===== src/rtl/mod3_pkg.sv =====
// Shared encodings for the word scheduler and its serial mod-3 core.
package mod3_pkg;

  typedef enum logic [2:0] {
    IDLE,
    CLEAR,
    SHIFT,
    CAPTURE,
    RESP
  } state_t;

  typedef enum logic [1:0] {
    R0 = 2'd0,
    R1 = 2'd1,
    R2 = 2'd2
  } residue_t;

  // Next residue after appending one bit: (2r + b) mod 3.
  function automatic residue_t mod3_step(input residue_t r, input logic b);
    residue_t nxt;
    nxt = R0;
    case (r)
      R0:      nxt = b ? R1 : R0;
      R1:      nxt = b ? R0 : R2;
      R2:      nxt = b ? R2 : R1;
      default: nxt = R0;
    endcase
    return nxt;
  endfunction

endpackage


===== src/rtl/mod3_serial_core.sv =====
// Bit-serial multiple-of-three detector: tracks the residue of the MSB-first bit stream.
module mod3_serial_core
  import mod3_pkg::*;
(
  input  logic clk,
  input  logic reset,
  input  logic clr,
  input  logic bit_en,
  input  logic bit_in,
  output logic div3
);

  residue_t residue;

  // Residue register; clear wins over a simultaneous bit.
  always_ff @(posedge clk or negedge reset) begin
    if (!reset) begin
      residue <= R0;
    end else if (clr) begin
      residue <= R0;
    end else if (bit_en) begin
      residue <= mod3_step(residue, bit_in);
    end
  end

  assign div3 = (residue == R0);

endmodule


===== src/rtl/mod3_word_scheduler.sv =====
// Arbitrates two word requesters onto one serial mod-3 core and returns the verdict.
module mod3_word_scheduler
  import mod3_pkg::*;
#(
  parameter int unsigned WIDTH = 8,
  parameter int unsigned CNT_W = $clog2(WIDTH + 1)
) (
  input  logic             clk,
  input  logic             reset,
  input  logic             req0_valid,
  input  logic [WIDTH-1:0] req0_data,
  output logic             req0_ready,
  input  logic             req1_valid,
  input  logic [WIDTH-1:0] req1_data,
  output logic             req1_ready,
  output logic             rsp_valid,
  input  logic             rsp_ready,
  output logic             rsp_id,
  output logic [WIDTH-1:0] rsp_data,
  output logic             rsp_div3,
  output logic             busy
);

  state_t           state;
  logic             last_grant;
  logic             grant;
  logic             accept;
  logic [CNT_W-1:0] bit_cnt;
  logic [WIDTH-1:0] word_q;
  logic [WIDTH-1:0] shift_q;
  logic             id_q;
  logic             shift_done;
  logic             core_clr;
  logic             core_bit_en;
  logic             core_div3;

  // Round-robin choice: a lone requester wins; on contention the one not served last.
  always_comb begin
    grant = 1'b0;
    if (req0_valid && req1_valid) begin
      grant = ~last_grant;
    end else begin
      grant = req1_valid;
    end
  end

  assign req0_ready  = (state == IDLE) && !grant;
  assign req1_ready  = (state == IDLE) && grant;
  assign accept      = (req0_valid && req0_ready) || (req1_valid && req1_ready);

  // SHIFT lasts WIDTH+1 cycles: WIDTH bit cycles plus the cycle that sees the full count.
  assign shift_done  = (bit_cnt == CNT_W'(WIDTH));
  assign core_clr    = (state == CLEAR);
  assign core_bit_en = (state == SHIFT) && !shift_done;

  mod3_serial_core u_core (
    .clk    (clk),
    .reset  (reset),
    .clr    (core_clr),
    .bit_en (core_bit_en),
    .bit_in (shift_q[WIDTH-1]),
    .div3   (core_div3)
  );

  // Transaction sequencer with registered response and busy outputs.
  always_ff @(posedge clk or negedge reset) begin
    if (!reset) begin
      state      <= IDLE;
      last_grant <= 1'b1;
      bit_cnt    <= '0;
      word_q     <= '0;
      shift_q    <= '0;
      id_q       <= 1'b0;
      rsp_valid  <= 1'b0;
      rsp_id     <= 1'b0;
      rsp_data   <= '0;
      rsp_div3   <= 1'b0;
      busy       <= 1'b0;
    end else begin
      unique case (state)
        IDLE: begin
          if (accept) begin
            word_q     <= grant ? req1_data : req0_data;
            shift_q    <= grant ? req1_data : req0_data;
            id_q       <= grant;
            last_grant <= grant;
            busy       <= 1'b1;
            state      <= CLEAR;
          end
        end
        CLEAR: begin
          bit_cnt <= '0;
          state   <= SHIFT;
        end
        SHIFT: begin
          if (shift_done) begin
            state <= CAPTURE;
          end else begin
            shift_q <= shift_q << 1;
            bit_cnt <= bit_cnt + CNT_W'(1);
          end
        end
        CAPTURE: begin
          rsp_div3  <= core_div3;
          rsp_id    <= id_q;
          rsp_data  <= word_q;
          rsp_valid <= 1'b1;
          state     <= RESP;
        end
        RESP: begin
          if (rsp_ready) begin
            rsp_valid <= 1'b0;
            busy      <= 1'b0;
            state     <= IDLE;
          end
        end
        default: begin
          state <= IDLE;
        end
      endcase
    end
  end

endmodule

===== config.mk =====
export PLATFORM = sky130hd
export DESIGN_NAME = mod3_word_scheduler
export DESIGN_NICKNAME = d
export VERILOG_FILES = /design/src/rtl/mod3_pkg.sv /design/src/rtl/mod3_serial_core.sv /design/src/rtl/mod3_word_scheduler.sv
export SDC_FILE = /design/constraint.sdc
export NUM_CORES = 1
export LEC_CHECK = 0
export CORE_MARGIN = 2
export CORE_UTILIZATION = 56
export CTS_CLUSTER_SIZE = 10
export DETAILED_ROUTE_END_ITERATION = 10
export PLACE_DENSITY = 0.84
export SLEW_MARGIN = 20
export SYNTH_ARGS = -nofsm -noshare
export SYNTH_HDL_FRONTEND = slang
export SYNTH_SLANG_ARGS = --single-unit

===== constraint.sdc =====
create_clock -name clk -period 2.8 [get_ports clk]
set_input_delay 0.7 -clock clk [delete_from_list [all_inputs] [get_ports clk]]
set_output_delay 0.7 -clock clk [all_outputs]
set_load 0.02 [all_outputs]

==> impl_metrics.tcl <==
set metrics [dict create \
    clock_sinks 39 \
    drive_above_1_share 0.155 \
    crit_type "in -> out" \
    via_per_inst 6.06 \
    ys.flop_type "dfrtp_1" \
    ir_worst_vdd_uv 608 \
    p_per_area_nw_per_um2 1090 \
    area_growth_pct 22.6 \
    htreeDepth 2 \
    tightest_slew_ns 0.907 \
    cts_tree "done" \
    clock_latency_ns 0.35 \
    endpoint_kind "output port" \
    cap_viol_max_count 0 \
    synthArstFlopShare 1.00 \
    drv_slew 0 \
    first_iter_violations 171 \
    synthCells 182 \
    arrival_ns 1.91 \
    r2r_setup_slack_ns 0.96 \
    cts-root-buf "clkbuf_4" \
    rsz0062_at_grt "no" \
    worstHoldPathType "in -> async" \
    slowest_stage "clkdlybuf4s50_1" \
    syn-num-nets 205 \
    ys_warn_count 0 \
    drc 0 \
    num_rows 21 \
    period_needed_ns 2.61 \
    slowest_delay_ns 0.48 \
    outcome "finished, final reports clean" \
    cts-buffers-inserted 5 \
    path_max_fanout 2 \
    setup_viol 0 \
    finalPower_mw 2.59 \
    firstDrtPassIters 4 \
    utilization 0.711 \
    fin_skew_ns 0.00692 \
    hold_viol 0 \
    r2r-start "state[0]" \
    gp_congestion 0.770 \
    fillerInstances 248 \
    crit_end "req1_ready" \
    critPathLaunch "req1_valid" \
    synth-seq-cells 39 \
    rr_endpoint "bit_cnt[0]" \
    grt_overflow_total 0 \
    r2r.worst_path.cells 4 \
    first_global_vias 1571 \
    crit_family "buffers and inverters" \
    leakage_nw 1.01 \
    routed_wl_um 4530 \
    clk_path_buf_depth 2 \
    crit_path_cell_trace "clkdlybuf4s50_1, a21bo_1, nor2_1, dlygate4sd2_1" \
    dp.cells 259 \
    syn_area_um2 1930 \
    postCtsSetupBuffers 0 \
    critPathBufInv 2 \
    core_area_um2 3340 \
    place_ws_ns -0.0815 \
    post-route-period-util 0.933 \
    placed_cell_area_um2 2320 \
    start_util 0.580 \
    die_w_um 62.8 \
    cp.depth 4 \
    clk_pin_slew_ns 0.11 \
    nets 243 \
    port-buffer-count 34 \
    fin_cells 266 \
    syn_avg_cell_area_um2 10.6 \
    synth_edf_count 0 \
    hpwlAfterDp_um 3200 \
    fmax_mhz 383 \
    hold_ws_ns 0.443 \
    grt_use_total 0.245 \
    num_antenna_cells 0 \
    grt_max_degree 40 \
    ys_seq_area_frac 0.505 \
    postCtsHoldBufs 0 \
    die_y_um 62.8 \
    cts_resized 2 \
    routedWlPerCell_um 17.0 \
    vias 1612 \
    ys_types 37 \
    antenna_found_initial 0 \
    grt_pass1_wl_um 7470 \
    crit_path_start_kind "input port" \
    fin_ws_ns 0.187 \
    ant_nets 0 \
    die_area_um2 3940 \
    final_design_area_no_fill_um2 2370 \
    slew_headroom 0.393 \
    crit_required_ns 2.10 \
    num_io_pins 35 \
    fin_setup_tns_ns 0 \
]
## worst min-delay path by stage
| stage | from | end | slack (ns) | depth (start not counted) |
|---|---|---|---|---|
| after floorplan | reset | bit_cnt[0] | 0.40 | 0 |
| after global placement | id_q | id_q | 0.46 | 1 |
| after detailed placement | shift_q[0] | shift_q[0] | 0.48 | 1 |
| after CTS | reset | word_q[2] | 0.47 | 1 |
| after global routing | reset | state[1] | 0.48 | 1 |
| final | reset | state[2] | 0.44 | 1 |
## kinds of logic (layout without fill, tap and decap cells)
family	after synthesis	after routing	synth area share
AOI/OAI and AO/OA	65	65	0.227
and+or+nand+nor	46	46	0.132
DFF	39	39	0.505
buffers and inverters	18	56	0.0550
muxes	11	11	0.0634
adders and majority gates	2	2	0.0129
xor gates and xnor gates	1	1	0.00453
## cells in the mapped netlist (all sizes together), types with 4 or more instances
library cell | count | area, µm²
o21ai | 20 | 100
a221oi | 7 | 61.3
buf | 9 | 72.6
mux2 | 10 | 113
inv | 4 | 15.0
nor2 | 14 | 52.6
a22oi | 8 | 60.1
o31ai | 10 | 75.1
clkbuf | 5 | 18.8
dfrtp | 38 | 951
a21oi | 8 | 40.0
o221ai | 7 | 61.3
nand2 | 4 | 15.0
nand3 | 4 | 20.0
and2 | 7 | 43.8
## placed cells by master (no fill, tap or decap), types with 2 or more instances in the layout
cell type        netlist  routed
a21oi_1                8       8
a221oi_1               7       7
a22oi_1                8       8
and2_1                 7       7
buf_4                  0      11
clkbuf_4               0       5
clkdlybuf4s50_1        0      31
dfrtp_1               38      38
dlygate4sd2_1          0       2
ha_1                   2       2
inv_1                  4       4
mux2_2                10      10
nand2_1                4       4
nand3_1                4       4
nand3b_1               3       3
nor2_1                14      14
nor3b_1                3       3
o21ai_0               20      20
o221ai_1               7       7
o31ai_1               10      10
or2_2                  2       2
or4_1                  2       2
## power by group
group | internal, mW | switching, mW
registers | 0.827 | 0.144
logic | 0.610 | 0.718
clock network | 0.116 | 0.179
total | 1.55 | 1.04
## sequential cells by signal (all words and copies together), names as in the netlist
name / cells
rsp_data: 8
shift_q: 8
word_q: 8
bit_cnt: 4
state: 3
u_core.residue: 2
busy: 1
id_q: 1
last_grant: 1
rsp_div3: 1
rsp_id: 1
rsp_valid: 1
## routing by layer
metal | global-route usage | wire, µm | vias up
met1 | 0.306 | 1900 | 804
li1 | - | - | 753
met3 | 0.0703 | 221 | 8
met2 | 0.415 | 2330 | 47
met5 | 0 | 0 | -
met4 | 0.0722 | 85 | 0
## cell type report
| cell class | count | area (µm²) | area share |
|---|---|---|---|
| flip-flops and latches | 39 | 977 | 0.412 |
| multi-input cells | 125 | 851 | 0.359 |
| repair buffers | 45 | 415 | 0.175 |
| well taps | 46 | 57.6 | 0.0243 |
| clock buffers | 6 | 51.3 | 0.0216 |
| inverters | 4 | 15.0 | 0.00633 |
| clock inverters | 1 | 5.00 | 0.00211 |
No activity file was read; power rests on OpenSTA's default activity.
